### config.mk
export PLATFORM = sky130hd
export DESIGN_NAME = sim_ctrl
export DESIGN_NICKNAME = d
export VERILOG_FILES = /design/src/rtl/sim_ctrl_pkg.sv /design/src/rtl/sim_ctrl_fifo.sv /design/src/rtl/sim_ctrl.sv
export SDC_FILE = /design/constraint.sdc
export NUM_CORES = 1
export LEC_CHECK = 0
export CORE_MARGIN = 8
export CORE_UTILIZATION = 40
export CTS_CLUSTER_SIZE = 25
export DETAILED_ROUTE_END_ITERATION = 10
export PLACE_DENSITY = 0.65
export SLEW_MARGIN = 40
export SYNTH_ARGS = -nofsm -noshare
export SYNTH_HDL_FRONTEND = slang
export SYNTH_HIERARCHICAL = 1
export SYNTH_SLANG_ARGS = --single-unit
### constraint.sdc
create_clock -name clk -period 6.4 [get_ports clk]
set_input_delay 1.28 -clock clk [delete_from_list [all_inputs] [get_ports clk]]
set_output_delay 1.28 -clock clk [all_outputs]
set_load 0.1 [all_outputs]
### src/rtl/sim_ctrl_pkg.sv
// Shared definitions for the simulation controller: register map, FSM states,
// watchdog fail code and a saturating counter helper.
package sim_ctrl_pkg;

    typedef enum logic [1:0] {
        ST_RUN    = 2'd0,
        ST_DRAIN  = 2'd1,
        ST_HALTED = 2'd2
    } state_e;

    localparam logic [3:0] ADDR_TOHOST = 4'h0;
    localparam logic [3:0] ADDR_PUTC   = 4'h4;
    localparam logic [3:0] ADDR_CYCLE  = 4'h8;
    localparam logic [3:0] ADDR_STATUS = 4'hC;

    localparam logic [30:0] TIMEOUT_FAIL_CODE = 31'h7FFF_FFFF;

    function automatic logic [31:0] sat_inc(input logic [31:0] v);
        return (v == 32'hFFFF_FFFF) ? v : v + 32'd1;
    endfunction

endpackage

### src/rtl/sim_ctrl_fifo.sv
// Console character FIFO: 8-bit entries, power-of-two depth, occupancy output.
// Head data reads as zero while empty so the byte stream is never undefined.
module sim_ctrl_fifo
    import sim_ctrl_pkg::*;
#(
    parameter int DEPTH = 4
) (
    input  logic                     i_clk,
    input  logic                     i_rst_n,
    input  logic                     i_push,
    input  logic [7:0]               i_wdata,
    input  logic                     i_pop,
    output logic [7:0]               o_rdata,
    output logic                     o_empty,
    output logic                     o_full,
    output logic [$clog2(DEPTH):0]   o_count
);

    localparam int AW = $clog2(DEPTH);
    localparam int CW = AW + 1;

    logic [7:0]    r_mem [DEPTH];
    logic [AW-1:0] r_wr_ptr;
    logic [AW-1:0] r_rd_ptr;
    logic [CW-1:0] r_count;
    logic          w_push;
    logic          w_pop;

    assign o_empty = (r_count == '0);
    assign o_full  = (r_count == CW'(DEPTH));
    assign w_push  = i_push && !o_full;
    assign w_pop   = i_pop && !o_empty;
    assign o_rdata = o_empty ? 8'h00 : r_mem[r_rd_ptr];
    assign o_count = r_count;

    always_ff @(posedge i_clk) begin
        if (w_push) begin
            r_mem[r_wr_ptr] <= i_wdata;
        end
    end

    always_ff @(posedge i_clk or negedge i_rst_n) begin
        if (!i_rst_n) begin
            r_wr_ptr <= '0;
            r_rd_ptr <= '0;
            r_count  <= '0;
        end else begin
            if (w_push) begin
                r_wr_ptr <= r_wr_ptr + AW'(1);
            end
            if (w_pop) begin
                r_rd_ptr <= r_rd_ptr + AW'(1);
            end
            case ({w_push, w_pop})
                2'b10:   r_count <= r_count + CW'(1);
                2'b01:   r_count <= r_count - CW'(1);
                default: r_count <= r_count;
            endcase
        end
    end

endmodule

### src/rtl/sim_ctrl.sv
// Simulation controller: TOHOST/PUTC/CYCLE/STATUS registers, console FIFO, halt FSM.
// Optional watchdog enabled by defining SIM_CTRL_TIMEOUT_EN.
module sim_ctrl
    import sim_ctrl_pkg::*;
#(
    parameter int FIFO_DEPTH     = 4,
    parameter int TIMEOUT_CYCLES = 100000
) (
    input  logic        clk,
    input  logic        rst,
    input  logic        req_valid,
    output logic        req_ready,
    input  logic        req_we,
    input  logic [3:0]  req_addr,
    input  logic [31:0] req_wdata,
    output logic        resp_valid,
    output logic [31:0] resp_rdata,
    output logic        char_valid,
    input  logic        char_ready,
    output logic [7:0]  char_data,
    output logic        done,
    output logic        pass,
    output logic [30:0] fail_code,
    output logic [31:0] cycle_count
);

    localparam int CW = $clog2(FIFO_DEPTH) + 1;

    state_e        r_state;
    state_e        w_state_nxt;
    logic          r_pass;
    logic          w_pass_nxt;
    logic [30:0]   r_fail;
    logic [30:0]   w_fail_nxt;
    logic          r_done;
    logic [31:0]   r_cycle;
    logic [31:0]   r_tohost;
    logic          r_resp_valid;
    logic [31:0]   r_resp_rdata;

    logic          w_accept;
    logic          w_wr;
    logic          w_rd;
    logic          w_tohost_wr;
    logic          w_putc_wr;
    logic          w_push;
    logic          w_pop;
    logic          w_empty;
    logic          w_full;
    logic [CW-1:0] w_count;
    logic [31:0]   w_rdata;

    assign w_putc_wr   = req_we && (req_addr == ADDR_PUTC);
    assign req_ready   = !(req_valid && w_putc_wr && w_full);
    assign w_accept    = req_valid && req_ready;
    assign w_wr        = w_accept && req_we;
    assign w_rd        = w_accept && !req_we;
    assign w_tohost_wr = w_wr && (req_addr == ADDR_TOHOST);
    assign w_push      = w_accept && w_putc_wr && (r_state != ST_HALTED);
    assign w_pop       = char_valid && char_ready;
    assign char_valid  = !w_empty;

    sim_ctrl_fifo #(
        .DEPTH (FIFO_DEPTH)
    ) u_fifo (
        .i_clk   (clk),
        .i_rst_n (rst),
        .i_push  (w_push),
        .i_wdata (req_wdata[7:0]),
        .i_pop   (w_pop),
        .o_rdata (char_data),
        .o_empty (w_empty),
        .o_full  (w_full),
        .o_count (w_count)
    );

    always_comb begin
        w_state_nxt = r_state;
        w_pass_nxt  = r_pass;
        w_fail_nxt  = r_fail;
        unique case (r_state)
            ST_RUN: begin
                if (w_tohost_wr && req_wdata[0]) begin
                    w_pass_nxt  = (req_wdata == 32'd1);
                    w_fail_nxt  = req_wdata[31:1];
                    w_state_nxt = ST_DRAIN;
                end
`ifdef SIM_CTRL_TIMEOUT_EN
                if (r_cycle >= 32'(TIMEOUT_CYCLES)) begin
                    w_pass_nxt  = 1'b0;
                    w_fail_nxt  = TIMEOUT_FAIL_CODE;
                    w_state_nxt = ST_DRAIN;
                end
`endif
            end
            ST_DRAIN: begin
                if (w_empty && !w_push) begin
                    w_state_nxt = ST_HALTED;
                end
            end
            ST_HALTED: begin
                w_state_nxt = ST_HALTED;
            end
            default: begin
                w_state_nxt = ST_RUN;
            end
        endcase
    end

`ifndef SIM_CTRL_TIMEOUT_EN
    logic w_unused_timeout;
    assign w_unused_timeout = ^32'(TIMEOUT_CYCLES);
`endif

    always_comb begin
        w_rdata = '0;
        case (req_addr)
            ADDR_TOHOST: w_rdata = r_tohost;
            ADDR_CYCLE:  w_rdata = r_cycle;
            ADDR_STATUS: w_rdata = {16'(w_count), 14'b0, r_pass, r_done};
            default:     w_rdata = '0;
        endcase
    end

    always_ff @(posedge clk or negedge rst) begin
        if (!rst) begin
            r_state <= ST_RUN;
            r_pass  <= 1'b0;
            r_fail  <= '0;
            r_done  <= 1'b0;
        end else begin
            r_state <= w_state_nxt;
            r_pass  <= w_pass_nxt;
            r_fail  <= w_fail_nxt;
            r_done  <= (w_state_nxt == ST_HALTED);
        end
    end

    // Counter freezes once halted so the final value is the test's run length.
    always_ff @(posedge clk or negedge rst) begin
        if (!rst) begin
            r_cycle      <= '0;
            r_tohost     <= '0;
            r_resp_valid <= 1'b0;
            r_resp_rdata <= '0;
        end else begin
            if (r_state != ST_HALTED) begin
                r_cycle <= sat_inc(r_cycle);
            end
            if (w_tohost_wr) begin
                r_tohost <= req_wdata;
            end
            r_resp_valid <= w_rd;
            r_resp_rdata <= w_rd ? w_rdata : 32'd0;
        end
    end

    assign resp_valid  = r_resp_valid;
    assign resp_rdata  = r_resp_rdata;
    assign done        = r_done;
    assign pass        = r_pass;
    assign fail_code   = r_fail;
    assign cycle_count = r_cycle;

endmodule

# After elaboration in Yosys (flattened, before gate mapping)

Memories as Yosys holds them, arrays and structs flattened.
Index checks and enable logic that the tools add are counted.

Memories kept: 1
Register bits after elaboration: 139
Memory bits (writable): 32
Input bits: 41
Word-level logic and storage cells: 64

Memories:

| name         | depth | width | read ports | clocked after memory_dff | write ports | line                | text |
|---|---|---|---|---|---|---|---|
| u_fifo.r_mem | 4     | 8     | 1          | 0                        | 1           | sim_ctrl_fifo.sv:22 | `logic [7:0] r_mem [DEPTH];` |

Add/subtract/negate cells: 5
Muxes and demuxes: 9
Eq/ne operators: 12
Bitwise logic cells: 1
Reductions and logical operators: 25

Operators by type and width:

| kind                  | count |
|---|---|
| $pmux 32 s3           | 1 |
| $add 32x1->32 const B | 1 |
| $eq 32x1->1 const B   | 1 |
| $eq 32x32->1 const B  | 1 |
| $mux 32               | 1 |
| $logic_and 1x1->1     | 14 |
| $eq 4x4->1 const B    | 2 |
| $mux 8                | 1 |
| $eq 2x2->1 const B    | 3 |
| $pmux 2 s3            | 1 |
| $pmux 3 s2            | 1 |
| $logic_not 1->1       | 5 |
| $add 2x1->2 const B   | 2 |
| $eq 2x1->1 const B    | 2 |
| $eq 4x3->1 const B    | 1 |
| $logic_not 4->1       | 1 |
| $mux 2                | 2 |
| $reduce_and 2->1      | 2 |
| $add 3x1->3 const B   | 1 |
| $eq 3x3->1 const B    | 1 |
| $logic_not 3->1       | 1 |
| $sub 3x1->3 const B   | 1 |
| $logic_not 2->1       | 1 |
| $mux 1                | 2 |
| other kinds (3)       | 3 |

# Logic depth before layout (Yosys ltp)

Word-level depth: 13
Mapped depth: 12

# Modules after synthesis

Netlist, hierarchy kept.

By module, submodules not included:

| module        | area an instance (um^2) | cells an instance | instances |
|---|---|---|---|
| sim_ctrl      | 5535.3                  | 417               | 1 |
| sim_ctrl_fifo | 1656.6                  | 89                | 1 |

# Worst setup path before layout

No wires, ideal clock.

Kind: input to output
Start point: input req_addr[3]
End point: output req_ready
Stages: 5
Data required time: 5.120 ns
Path slack: 2.432 ns
Data arrival time: 2.688 ns
Path buffers: 1
Cell sequence: buf_2 > nand2b_1 > or4_1 > inv_1 > nand2_1

Word-level cells in the longest chain between the ends: 5

Ends and longest elaborated chain:

| what                           | line           | text |
|---|---|---|
| start, declared                | sim_ctrl.sv:14 | `input logic [3:0] req_addr,` |
| $eq 4x3->1                     | sim_ctrl.sv:53 | `assign w_putc_wr = req_we && (req_addr == ADDR_PUTC);` |
| $logic_and 1x1->1              | sim_ctrl.sv:53 |  |
| $logic_and 1x1->1 (2 in a row) | sim_ctrl.sv:54 | `assign req_ready = !(req_valid && w_putc_wr && w_full);` |
| $logic_not 1->1                | sim_ctrl.sv:54 |  |
| end, declared                  | sim_ctrl.sv:12 | `output logic req_ready,` |

No other way between the ends.

# Final worst setup path

Start point: input req_addr[2]
End point: output req_ready

Same word-level chain as after synthesis.

==> out/metrics.csv <==
stage,metric,value,unit
run_status,outcome,finished clean,
place,dp_hpwl,13300,um
floorplan,die-width,150,um
worst_hold_path,min_path_type,flop to flop,
cells_and_area,final_nets,705,
drt,drc,0,
floorplan,start_util,40.5,%
worst_setup_path,worstPathRequired,5.12,ns
worst_setup_path,cp.arrival,3.11,ns
timing,fmax,228,MHz
global_routing,grt_max_degree,81,
timing,slew_violations,0,
drt,drt_iter0_drc,311,
floorplan,core_area,17800,um^2
synth,netlist.area_leader.share,48.4,%
power,irDropWorstVdd,0.360,mV
clock_tree,cts-hold-fix-buffers,0,
cells_and_area,fin_cells,899,
cells_and_area,drive_gt1_share,33.6,%
global_routing,grt_pass1_vias,4933,
timing,fin_tns_setup,0,ns
global_routing,gr-usage-all-layers,16.7,%
timing,rsz0062_at_grt,no,
power,power.density,414,nW/um^2
cells_and_area,multi_input_area,2610,um^2
clock_tree,cts_setup_buffers,0,
worst_setup_path,critical_path.slowest_cell,clkdlybuf4s50_1,
synth,synth_edf_count,32,
synth,ys_async_sr_fraction,81.3,%
synth,yosysSeqAreaShare,61.7,%
synth,yosys-top-cells-area,"dfrtp_1 48%, edfxtp_1 13%, mux2_2 6.7%",
worst_setup_path,crit_buf_inv,3,
cells_and_area,antennaDiodeCount,0,
drt,dr.pass1.iters,5,
clock_tree,root_buffer,clkbuf_16,
place,routabilityCongestion,0.798,
clock_tree,cts_buffers,17,
cells_and_area,fill_cells,1555,
worst_setup_path,slowest_delay,0.76,ns
drt,post_drt_via_cell_ratio,5.15,
timing,worst_slack,2.01,ns
worst_setup_path,crit_type,input pin to output port,
synth,synth-seq-cells,171,
timing,hold_viol,0,
floorplan,die_h,150,um
place,io_buffers,148,
timing,post-route-min-period,4.39,ns
synth,synth_top_cell_by_area,dfrtp_1,
cells_and_area,register_area,4440,um^2
synth,ys_top_cells_by_count,"139 x dfrtp_1, 43 x mux2_2, 42 x nor2_1",
power,p_total,3.71,mW
floorplan,io_pins,149,
clock_tree,clock_latency,0.42,ns
floorplan,num_rows,49,
drt,routed_wl,18400,um
clock_tree,cts-htree-levels,4,
place,dpl_worst_slack,1.84,ns
timing,timing.final.crit_share,68.7,%
synth,syn_area_per_cell,14.2,um^2
worst_setup_path,worstPathMaxFanout,9,
drt,drtAntennaViolNets,0,
flow_run,cap_violations,0,
floorplan,die_area,22500,um^2
worst_setup_path,path_cells,clkdlybuf4s50_1 > nand2b_1 > or4_1 > inv_1 > nand2_1 > buf_2,
timing,worstMarginPinSlew,0.738,ns
timing,finalSetupViolCount,0,
synth,synth.most_common_cell,dfrtp_1,
place,dp_cells,867,
synth,syn-cell-area,7190,um^2
power,leakagePower,4.17,nW
global_routing,antenna_found_initial,0,
synth,syn_inst,506,
drt,vias,4632,
clock_tree,cts_tree,built,
synth,synth_fp_nets,554,
clock_tree,cts_resized,0,
global_routing,grt_pass1_wl,28500,um
worst_setup_path,cp-end-kind,output port,
synth,ys_types,44,
worst_setup_path,cpLargestDelayFamily,buffers and inverters,
clock_tree,clk_pin_slew_worst_paths,0.07,ns
clock_tree,clock_sinks,171,
cells_and_area,syn2layout_area_growth,24.4,%
timing,slew_headroom,50.8,%
global_routing,overflow,0,
worst_setup_path,critPathLaunchType,input pin,
timing,fin_skew,0.0115,ns
synth,synth_flop_cell,dfrtp_1,
drt,routedWlPerCell,20.5,um
clock_tree,cts.path.max_buffers,2,
synth,yosysWarnings,6,
## kinds of logic after synthesis
logic type	count (synthesis)	synth area share [%]
flops	171	61.7
simple gates	142	11.6
mux	79	14.5
compound gates	38	3.97
xor+xnor	37	4.51
buf+inv	32	2.37
fa+ha+maj	7	1.32
## report_power, final
group	switching, mW	internal, mW	total, mW
clock network	0.429	0.580	1.01
logic	0.984	0.326	1.31
registers	0.144	1.24	1.39
total	1.56	2.15	3.71
## cells in the final DEF (no fill, tap or decap), drive strengths merged, types with 2 or more instances in the layout
| master | n |
|---|---|
| bufinv | 2 |
| nand2b | 3 |
| and3 | 10 |
| nand2 | 12 |
| nand4 | 15 |
| ha | 6 |
| nor4 | 10 |
| nor4b | 3 |
| clkdlybuf4s50 | 39 |
| clkbuf | 20 |
| clkinvlp | 3 |
| edfxtp | 32 |
| buf | 115 |
| inv | 14 |
| o31ai | 2 |
| nor2 | 42 |
| xnor2 | 26 |
| a22oi | 32 |
| xor2 | 11 |
| and2 | 16 |
| o21bai | 2 |
| clkinv | 3 |
| mux2 | 70 |
| dfrtp | 139 |
| nor3 | 3 |
| and4 | 6 |
| mux4 | 8 |
| nor2b | 5 |
| nand3 | 13 |
## final timing paths
check / slack (ns) / cells after the start / endpoint / start
max: 2.01 / 6 / req_ready / req_addr[2]
min: 0.49 / 1 / fail_code[17] / fail_code[17]
max reg2reg: 4.12 / 5 / cycle_count[10] / cycle_count[11]
min reg2reg: 0.49 / 1 / fail_code[17] / fail_code[17]
max in group asynchronous: 4.42 / 2 / u_fifo/r_wr_ptr[0] / rst
min in group asynchronous: 0.82 / 1 / r_tohost[20] / rst
## area by class of cell
cell class                      count  share of cell area (%)
Multi-Input combinational cell    303                    29.2
Clock buffer                       20                    4.88
Clock inverter                     12                    1.57
Timing Repair Buffer              154                    11.1
Inverter                           10                   0.420
Tap cell                          229                    3.20
Sequential cell                   171                    49.6
## sequential cells by signal, summed over array words and instances (netlist names)
signal and count:
pass 1, done 1, r_tohost 32, u_fifo/r_mem 32
u_fifo/r_wr_ptr 2, r_state 2, resp_rdata 32, resp_valid 1
fail_code 31, cycle_count 32, u_fifo/r_rd_ptr 2, u_fifo/o_count 3
## stage by stage
stage / utilization [%] / instance area (um^2) / hold slack (ns)
6_report: 50.3 / 8940 / 0.489
5_1_grt: 50.3 / 8940 / 0.512
4_1_cts: 50.3 / 8940 / 0.494
3_5_place_dp: 47.1 / 8370 / 0.479
3_3_place_gp: 50.0 / 8900 / 0.476
2_1_floorplan: - / 7190 / 0.470
## layer usage
layer  up-vias  share of wire (%)  GRT usage (%)
met3        10                7.1           5.71
met5         -                  0              0
met4         0               0.71           4.40
li1       2126                  -              -
met1      2347                 43           20.6
met2       149                 49           27.6
Note: power is estimated with default switching activity, not from simulation.
==> RTL edit (config.mk and constraints unchanged) <==
The parameter `FIFO_DEPTH` goes from 4 to 8.
--- a/src/rtl/sim_ctrl.sv
+++ b/src/rtl/sim_ctrl.sv
@@ -5,3 +5,3 @@
 #(
-    parameter int FIFO_DEPTH     = 4,
+    parameter int FIFO_DEPTH     = 8,
     parameter int TIMEOUT_CYCLES = 100000
Check against the original RTL: not equivalent (Yosys sat finds a counterexample within 10 cycles, from zero or initial values and one cycle with rst low).
==> RTL edit against the unedited design <==
Hold slack got worse by 0.0027 ns; wire length increased by 17%; total power increased by 22%; critical path type unchanged; setup slack got worse by 0.038 ns; register-to-register slack got worse by 0.64 ns; count of clock-buffer cells in the layout increased by 11; sequential cell count increased by 35; largest cell class unchanged; area after synthesis increased by 20%; cell count increased by 17%; final area increased by 19%.
==> RTL edit: results (changes against the unedited design) <==
WL met1 - 9045 um (+15%)
Endpoint, Worst Hold - fail_code[1]$_DFFE_PN0P_
Global-route usage over all layers - 0.1618 (-0.005388)
Number of synthesized flops with an enable pin - 64 (+100%)
XOR/XNOR Fraction of Synth Area - 0.03645 (-0.008606)
FFs w/ async S/R, synth - 0.6893 (-0.1235)
Main area contributors after synthesis - dfrtp_1 41%, edfxtp_1 22%, mux2_2 5.9%
Grt met2 use - 0.2752 (-0.0004965)
Filler cells - 1872 (+20%)
Worst Path Max Fanout - 10 (+1)
First-pass GRT wire length - 34360 um (+20%)
Num CTS Buffers - 23 (+6)
Routed WL - 21560 um (+17%)
Total power - 4.503 mW (+22%)
Met1 GRT Util - 0.2039 (-0.002372)
Placed cells - 1010 (+16%)
Sequential share of power - 0.381 (+0.007)
Status - finished, final reports clean
Worst-Margin Slew - 0.8006 ns (+0.06250 ns)
Met2 Routed Length - 10770 um (+18%)
Post-synth top cells - 142 x dfrtp_1, 64 x edfxtp_1, 61 x nor2_1, 45 x mux2_2, 32 x a22oi_1
Met3 Use GR - 0.03579 (-0.02132)
P_clk - 1.27 mW (+26%)
GP Congestion - 0.8354 (+4.6%)
Area after DPL - 0.009869 mm^2 (+18%)
Post-route insts no fill - 1052 (+17%)
Mux cell area share after synthesis - 0.1542 (+0.008760)
Worst R2R End - u_fifo/o_count[2]$_DFFE_PN0P_
P_sw - 1.832 mW (+18%)
==> RTL edit: changes by cell type in the layout (fill, tap and decap cells not counted), moves of 13 or more <==
| cell | before | now |
|---|---|---|
| and2_1 | 15 | 1 |
| edfxtp_1 | 32 | 64 |
| nand2_1 | 12 | 26 |
| nor2_1 | 42 | 58 |
| nor3_1 | 3 | 19 |
| xnor2_1 | 26 | 12 |
| xor2_1 | 11 | 24 |
==> RTL edit: layout make-up <==
class                      count  area share
sequential                   206      0.5159
multi-input combinational    363      0.2854
timing repair buffer         155     0.09406
clock buffer                  31     0.05893
tap                          280     0.03300
clock inverter                11     0.01061
inverter                       6    0.002122
==> RTL edit: worst max path at each step <==
stage	end	slack (ns)	cells past startpoint
finish	req_ready	1.97	6
floorplan	req_ready	2.43	5
detailed placement	u_fifo/o_count[2]$_DFFE_PN0P_	1.60	13
global placement	req_ready	1.31	6
CTS	req_ready	1.94	6
global route	u_fifo/o_count[2]$_DFFE_PN0P_	1.83	13
